File: config.mk
export PLATFORM = sky130hd
export DESIGN_NAME = brew_sequencer_flat
export DESIGN_NICKNAME = d
export VERILOG_FILES = /design/src/rtl/brew_sequencer_if.sv /design/src/rtl/brew_sequencer.sv /design/src/flat_wrapper.sv
export SDC_FILE = /design/constraint.sdc
export NUM_CORES = 1
export LEC_CHECK = 0
export BUFFER_PORTS_ARGS = -buffer_cell sky130_fd_sc_hd__buf_2
export CORE_MARGIN = 3
export CORE_UTILIZATION = 51
export CTS_CLUSTER_SIZE = 24
export DETAILED_ROUTE_END_ITERATION = 8
export PLACE_DENSITY = 0.81
export SYNTH_ARGS = -nofsm -noshare
export SYNTH_HDL_FRONTEND = slang
export SYNTH_SLANG_ARGS = --single-unit
File: constraint.sdc
create_clock -name clk -period 3.35 [get_ports clk]
set_input_delay 0.1675 -clock clk [delete_from_list [all_inputs] [get_ports clk]]
set_output_delay 0.1675 -clock clk [all_outputs]
set_load 0.05 [all_outputs]
File: src/rtl/brew_sequencer_if.sv
// Handshake and recipe bus between the price/recipe front end and the brew sequencer.
// The master side drives start/recipe/pause/abort; the slave side (the sequencer) drives status and valves.
interface brew_sequencer_if #(
    parameter int N_ING  = 5,
    parameter int ING_W  = 3,
    parameter int TIME_W = 8
);
    logic                       comparador_de_precio_ok;
    logic [1:0]                 c_type;
    logic [4*N_ING-1:0]         recipe_cfg;
    logic [N_ING*TIME_W-1:0]    dose_time;
    logic                       pause;
    logic                       abort;
    logic                       busy;
    logic [N_ING-1:0]           valve;
    logic [ING_W-1:0]           ing_type;
    logic                       step_start;
    logic                       done;
    logic                       aborted;

    modport master (
        output comparador_de_precio_ok, c_type, recipe_cfg, dose_time, pause, abort,
        input  busy, valve, ing_type, step_start, done, aborted
    );

    modport slave (
        input  comparador_de_precio_ok, c_type, recipe_cfg, dose_time, pause, abort,
        output busy, valve, ing_type, step_start, done, aborted
    );
endinterface

File: src/rtl/brew_sequencer.sv
// Recipe sequencer: scans the latched ingredient mask and opens one valve at a time for its dose time.
// Every output is a flop computed from the next state, so outputs line up with the state they describe.
module brew_sequencer #(
    parameter int N_ING  = 5,
    parameter int ING_W  = 3,
    parameter int TIME_W = 8
) (
    input  logic              clk,
    input  logic              rst_n,
    brew_sequencer_if.slave   bus
);

    typedef enum logic [1:0] {
        S_IDLE = 2'd0,
        S_SEEK = 2'd1,
        S_DISP = 2'd2,
        S_DONE = 2'd3
    } state_e;

    localparam logic [ING_W-1:0] LAST_IDX = ING_W'(N_ING - 1);
    localparam logic [N_ING-1:0] VALVE0   = N_ING'(1);

    state_e              state_q, state_d;
    logic [ING_W-1:0]    idx_q, idx_d;
    logic [TIME_W-1:0]   timer_q, timer_d;
    logic [N_ING-1:0]    mask_q, mask_d;
    logic [TIME_W-1:0]   dose_sel_s;

    logic                busy_q, busy_d;
    logic [N_ING-1:0]    valve_q, valve_d;
    logic [ING_W-1:0]    ing_type_q, ing_type_d;
    logic                step_start_q, step_start_d;
    logic                done_q, done_d;
    logic                aborted_q, aborted_d;

    assign dose_sel_s = bus.dose_time[idx_q*TIME_W +: TIME_W];

    // Next-state logic for the scan/dispense sequence; abort outranks pause and timer expiry.
    always_comb begin
        state_d   = state_q;
        idx_d     = idx_q;
        timer_d   = timer_q;
        mask_d    = mask_q;
        aborted_d = 1'b0;
        case (state_q)
            S_IDLE: begin
                if (bus.comparador_de_precio_ok) begin
                    mask_d  = bus.recipe_cfg[bus.c_type*N_ING +: N_ING];
                    idx_d   = {ING_W{1'b0}};
                    state_d = S_SEEK;
                end else begin
                    state_d = S_IDLE;
                end
            end
            S_SEEK: begin
                if (bus.abort) begin
                    state_d   = S_IDLE;
                    aborted_d = 1'b1;
                end else if (mask_q[idx_q]) begin
                    state_d = S_DISP;
                    // A zero dose still opens the valve for one cycle.
                    timer_d = (dose_sel_s == {TIME_W{1'b0}}) ? TIME_W'(1) : dose_sel_s;
                end else if (idx_q == LAST_IDX) begin
                    state_d = S_DONE;
                end else begin
                    idx_d = idx_q + ING_W'(1);
                end
            end
            S_DISP: begin
                if (bus.abort) begin
                    state_d   = S_IDLE;
                    aborted_d = 1'b1;
                end else if (bus.pause) begin
                    timer_d = timer_q;
                end else if (timer_q == TIME_W'(1)) begin
                    if (idx_q == LAST_IDX) begin
                        state_d = S_DONE;
                    end else begin
                        idx_d   = idx_q + ING_W'(1);
                        state_d = S_SEEK;
                    end
                end else begin
                    timer_d = timer_q - TIME_W'(1);
                end
            end
            S_DONE: begin
                state_d = S_IDLE;
            end
            default: begin
                state_d = S_IDLE;
            end
        endcase
    end

    // Output values derived from the upcoming state so the flops present them in that state's cycle.
    always_comb begin
        busy_d       = (state_d != S_IDLE);
        valve_d      = {N_ING{1'b0}};
        ing_type_d   = ing_type_q;
        step_start_d = 1'b0;
        done_d       = (state_d == S_DONE);
        if (state_d == S_DISP) begin
            valve_d      = VALVE0 << idx_d;
            ing_type_d   = idx_d;
            step_start_d = (state_q != S_DISP);
        end else begin
            valve_d = {N_ING{1'b0}};
        end
    end

    // State, sequencing and output registers.
    always_ff @(posedge clk or negedge rst_n) begin
        if (!rst_n) begin
            state_q      <= S_IDLE;
            idx_q        <= {ING_W{1'b0}};
            timer_q      <= {TIME_W{1'b0}};
            mask_q       <= {N_ING{1'b0}};
            busy_q       <= 1'b0;
            valve_q      <= {N_ING{1'b0}};
            ing_type_q   <= {ING_W{1'b0}};
            step_start_q <= 1'b0;
            done_q       <= 1'b0;
            aborted_q    <= 1'b0;
        end else begin
            state_q      <= state_d;
            idx_q        <= idx_d;
            timer_q      <= timer_d;
            mask_q       <= mask_d;
            busy_q       <= busy_d;
            valve_q      <= valve_d;
            ing_type_q   <= ing_type_d;
            step_start_q <= step_start_d;
            done_q       <= done_d;
            aborted_q    <= aborted_d;
        end
    end

    assign bus.busy       = busy_q;
    assign bus.valve      = valve_q;
    assign bus.ing_type   = ing_type_q;
    assign bus.step_start = step_start_q;
    assign bus.done       = done_q;
    assign bus.aborted    = aborted_q;

endmodule
File: src/flat_wrapper.sv
// flat-port wrapper written by rule: the top's interface ports become plain ports
module brew_sequencer_flat 
#(
    parameter int N_ING  = 5,
    parameter int ING_W  = 3,
    parameter int TIME_W = 8
)
  (clk, rst_n, bus_comparador_de_precio_ok, bus_c_type, bus_recipe_cfg, bus_dose_time, bus_pause, bus_abort, bus_busy, bus_valve, bus_ing_type, bus_step_start, bus_done, bus_aborted);
  brew_sequencer_if #(.N_ING(N_ING), .ING_W(ING_W), .TIME_W(TIME_W)) bus_i ();
  input  logic clk;
  input  logic rst_n;
  input wire logic [$bits(bus_i.comparador_de_precio_ok)-1:0] bus_comparador_de_precio_ok;
  input wire logic [$bits(bus_i.c_type)-1:0] bus_c_type;
  input wire logic [$bits(bus_i.recipe_cfg)-1:0] bus_recipe_cfg;
  input wire logic [$bits(bus_i.dose_time)-1:0] bus_dose_time;
  input wire logic [$bits(bus_i.pause)-1:0] bus_pause;
  input wire logic [$bits(bus_i.abort)-1:0] bus_abort;
  output wire logic [$bits(bus_i.busy)-1:0] bus_busy;
  output wire logic [$bits(bus_i.valve)-1:0] bus_valve;
  output wire logic [$bits(bus_i.ing_type)-1:0] bus_ing_type;
  output wire logic [$bits(bus_i.step_start)-1:0] bus_step_start;
  output wire logic [$bits(bus_i.done)-1:0] bus_done;
  output wire logic [$bits(bus_i.aborted)-1:0] bus_aborted;
  assign bus_i.comparador_de_precio_ok = bus_comparador_de_precio_ok;
  assign bus_i.c_type = bus_c_type;
  assign bus_i.recipe_cfg = bus_recipe_cfg;
  assign bus_i.dose_time = bus_dose_time;
  assign bus_i.pause = bus_pause;
  assign bus_i.abort = bus_abort;
  assign bus_busy = bus_i.busy;
  assign bus_valve = bus_i.valve;
  assign bus_ing_type = bus_i.ing_type;
  assign bus_step_start = bus_i.step_start;
  assign bus_done = bus_i.done;
  assign bus_aborted = bus_i.aborted;
  brew_sequencer #(.N_ING(N_ING), .ING_W(ING_W), .TIME_W(TIME_W)) u_core (.clk(clk), .rst_n(rst_n), .bus(bus_i));
endmodule
==> summary.md <==
| Metric | Value |
|---|---|
| Status | finished clean |
| Primary FF master, synth | dfrtp_1 |
| Worst Path Max Fanout | 12 |
| Vias in the first global route | 2,205 |
| Antenna Cells | 0 |
| Die Width | 73.6 um |
| Metal2 WL | 2770 um |
| Reg-to-reg endpoint | u_core.bus.valve[4]$_DFF_PN0_ |
| Sw frac | 44.5% |
| R2R depth | 8 |
| Avg WL per Cell | 17.0 um |
| Synth Register Bits | 30 |
| Clock power share | 15.0% |
| Initial antenna violation count | 0 |
| CP endpoint kind | flip-flop |
| Clock sink count | 30 |
| Residual DRC count | 0 |
| Commonest cells post-synth | dfrtp_1, a21oi_1, inv_1, nor2_1 |
| Top sig layer | met4 |
| Post-layout net count | 371 |
| Slew @ Worst Pin | 0.927 ns |
| Via Count | 2,145 |
| Share of layout cells above drive strength 1 | 41.2% |
| Max-Cap Viols | 0 |
| M1 WL | 2420 um |
| Detailed Route WL | 5870 um |
| Avg Cell Area, Syn | 10.5 sq um |
| Clock Latency Late Sink | 0.29 ns |
| Worst Setup SP | u_core.idx_q[0]$_DFF_PN0_ |
| Worst Hold Endpoint | u_core.bus.aborted$_DFF_PN0_ |
| Post-synth EDFFs | 0 |
| Cell Area, Synth | 2330 sq um |
| Core Area | 4200 sq um |
| Relative slew slack | 38.2% |
| CTS Root Buffer Type | clkbuf_8 |
| IR drop worst, VDD | 0.000315 V |
| # H-tree levels | 2 |
| CTS tree | done |
| Worst EP arrival | 2.95 ns |
| DRT Pass-1 Iters | 4 |
| Hold Buf Count CTS | 1 |
| Most common cell in the netlist | dfrtp_1 |
| Count of different cell masters after synthesis | 60 |
| Slew Viols, Final | 0 |
| Vias per cell | 6.20 |
| Dominant cells by area after synthesis | dfrtp_1, mux4_2, mux2_2 |
| Largest family of logic cells by synthesized area | compound AO/OA/AOI/OAI gates |
| Power share of the combinational group | 51.9% |
| Reg2reg start | u_core.idx_q[0]$_DFF_PN0_ |
| Setup slack at placement | 0.619 ns |
| Data required time of the worst path | 3.52 ns |
| Worst hold stages | 2 |
| TNS Setup | 0 ns |
| Achievable Freq | 359 MHz |
| Placed insts | 338 |
| Clk pin slew, worst setup/hold paths | 0.06 ns |
| HP Class | primary input to flip-flop |
| # Post-CTS Setup Buffers | 0 |
| Area leader, netlist | dfrtp_1 |
| YS warnings | 0 |
| Sequential cell area fraction in the yosys report | 32.3% |
| Sequential share of power | 33.2% |
| Hpwl dp | 4620 um |
| Skew final | 0.00278 ns |
| First-pass GRT wire length | 9850 um |
| Ys async rst share | 100% |
| Final setup viols | 0 |
| Cell-internal power | 0.00103 W |
| Final worst-path cycle share | 83.2% |
| Fillers | 357 |
| Syn nets | 297 |
| Register Area | 751 sq um |
| Register-to-register setup slack | 0.56 ns |
| Grt total ovfl | 0 |
| Sw Pwr | 0.000828 W |
| Largest net degree at the start of global routing | 31 |
| Die H | 73.6 um |
| Post-cts sizing count | 0 |
| Kind of critical path | flip-flop to flip-flop |
| Die area | 5410 sq um |
| Mux share of post-synthesis cell area | 20.8% |
| Compound-Gate Fraction of Synth Area | 21.5% |
| Setup ws final | 0.564 ns |
| GPL Wtd Cong | 0.927 |
| Post-route ant nets | 0 |
| Hold Startpoint | bus_abort |
| Adder-Cell Fraction of Synth Area | 4.30% |
| Final min period | 2.79 ns |
| RSZ-0062 raised after global routing | false |
| WHS | 0.255 ns |
| Port Buffers | 78 |
| Simple-Gate Fraction of Synth Area | 15.8% |
| Starting DRC count in detailed routing | 175 |
| GRT Overall Usage | 23.5% |
| Initial Util | 55.4% |
| Share of the synthesized area in the top cell type | 32.3% |
| Site Rows | 23 |
| Area Growth Syn to Fin | 20.6% |
| P_leak | 1.25 nW |
| Multi-input logic area | 1450 sq um |
| Clock buffer depth | 2 |
| Crit path launch type | flip-flop |
| Post-Syn Instances | 222 |
| Xor/xnor cell area share of the yosys netlist | 0% |
| Hold Vio Cnt, Final | 0 |
| Num ports | 79 |
| Routed met3 length | 523 um |
| Num CTS Buffers | 5 |
| Pwr/cell area | 663 nW/um^2 |
| Overall power | 0.00186 W |
| Final non-filler cell total | 346 |
[cells by family after synthesis]
family | after synthesis
AO/OA/AOI/OAI | 66
AND/OR/NAND/NOR | 58
multiplexers | 33
flip-flops | 30
buffers and inverters | 27
adder cells (fa/ha/maj) | 8
[through the flow]
| stage | utilization (%) | cell area (sq um) |
|---|---|---|
| floorplan | - | 2330 |
| global placement | 64.7 | 2720 |
| detailed placement | 64.7 | 2720 |
| CTS | 66.8 | 2810 |
| global route | 66.8 | 2810 |
| finish | 66.8 | 2810 |
[critical path, cell delays in order (launching register included)]
cell and delay [ns]:
dfrtp_1 0.64, inv_1 0.14, ha_1 0.30, nand4bb_1 0.27, a2111oi_2 0.49, or4_1 0.18
o221ai_1 0.24, a31o_1 0.28, nor3b_1 0.13
[area by class of cell]
type	instances	share of cell area (%)
repair buffers	81	14.8
clock buffers	5	2.45
well taps	50	2.23
inverters	13	1.74
clock inverters	2	0.357
flip-flops and latches	30	26.7
multi-input cells	165	51.7
[how the worst max path moves through the flow]
| stage | to | slack [ns] | depth (start not counted) |
|---|---|---|---|
| CTS | u_core.bus.valve[4]$_DFF_PN0_ | 0.61 | 8 |
| floorplan | u_core.bus.valve[4]$_DFF_PN0_ | 0.98 | 10 |
| global placement | u_core.bus.valve[4]$_DFF_PN0_ | 0.75 | 8 |
| detailed placement | u_core.bus.valve[4]$_DFF_PN0_ | 0.62 | 8 |
| finish | u_core.bus.valve[4]$_DFF_PN0_ | 0.56 | 8 |
| global route | u_core.bus.valve[2]$_DFF_PN0_ | 0.31 | 7 |
[flip-flops by register name (all words and copies together) (netlist names)]
name,count
u_core.bus.aborted,1
u_core.bus.busy,1
u_core.bus.done,1
u_core.bus.ing_type,3
u_core.bus.step_start,1
u_core.bus.valve,5
u_core.idx_q,3
u_core.mask_q,5
u_core.state_q,2
u_core.timer_q,8
[placed cells by master (no fill, tap or decap), types with 3 or more instances in the layout]
| master | count |
|---|---|
| dfrtp_1 | 30 |
| or4_1 | 3 |
| a31oi_1 | 4 |
| nor2_1 | 11 |
| or3_1 | 5 |
| nor3b_1 | 3 |
| ha_1 | 8 |
| and2_1 | 3 |
| mux4_2 | 10 |
| buf_2 | 78 |
| nand2_1 | 10 |
| a221oi_1 | 4 |
| mux2i_1 | 10 |
| o22a_1 | 5 |
| a21oi_1 | 22 |
| nor3_1 | 4 |
| nand3_1 | 4 |
| a21o_1 | 3 |
| mux2_2 | 10 |
| inv_1 | 11 |
| clkbuf_8 | 5 |
[power by group through the flow]
stage               logic (W)  clock network [W]  registers [W]
floorplan            0.000721                  0       0.000643
finish               0.000966           0.000279       0.000618
global route          0.00105           0.000302       0.000637
CTS                  0.000963           0.000284       0.000615
global placement     0.000942                  0       0.000619
detailed placement   0.000959                  0       0.000622
[layer usage]
| metal | up-vias | track usage (%) |
|---|---|---|
| met5 | - | 0 |
| met1 | 1024 | 28.7 |
| met2 | 99 | 39.6 |
| li1 | 1007 | - |
| met4 | 0 | 10.3 |
| met3 | 15 | 5.06 |
Note: power is estimated with default switching activity, not from simulation.
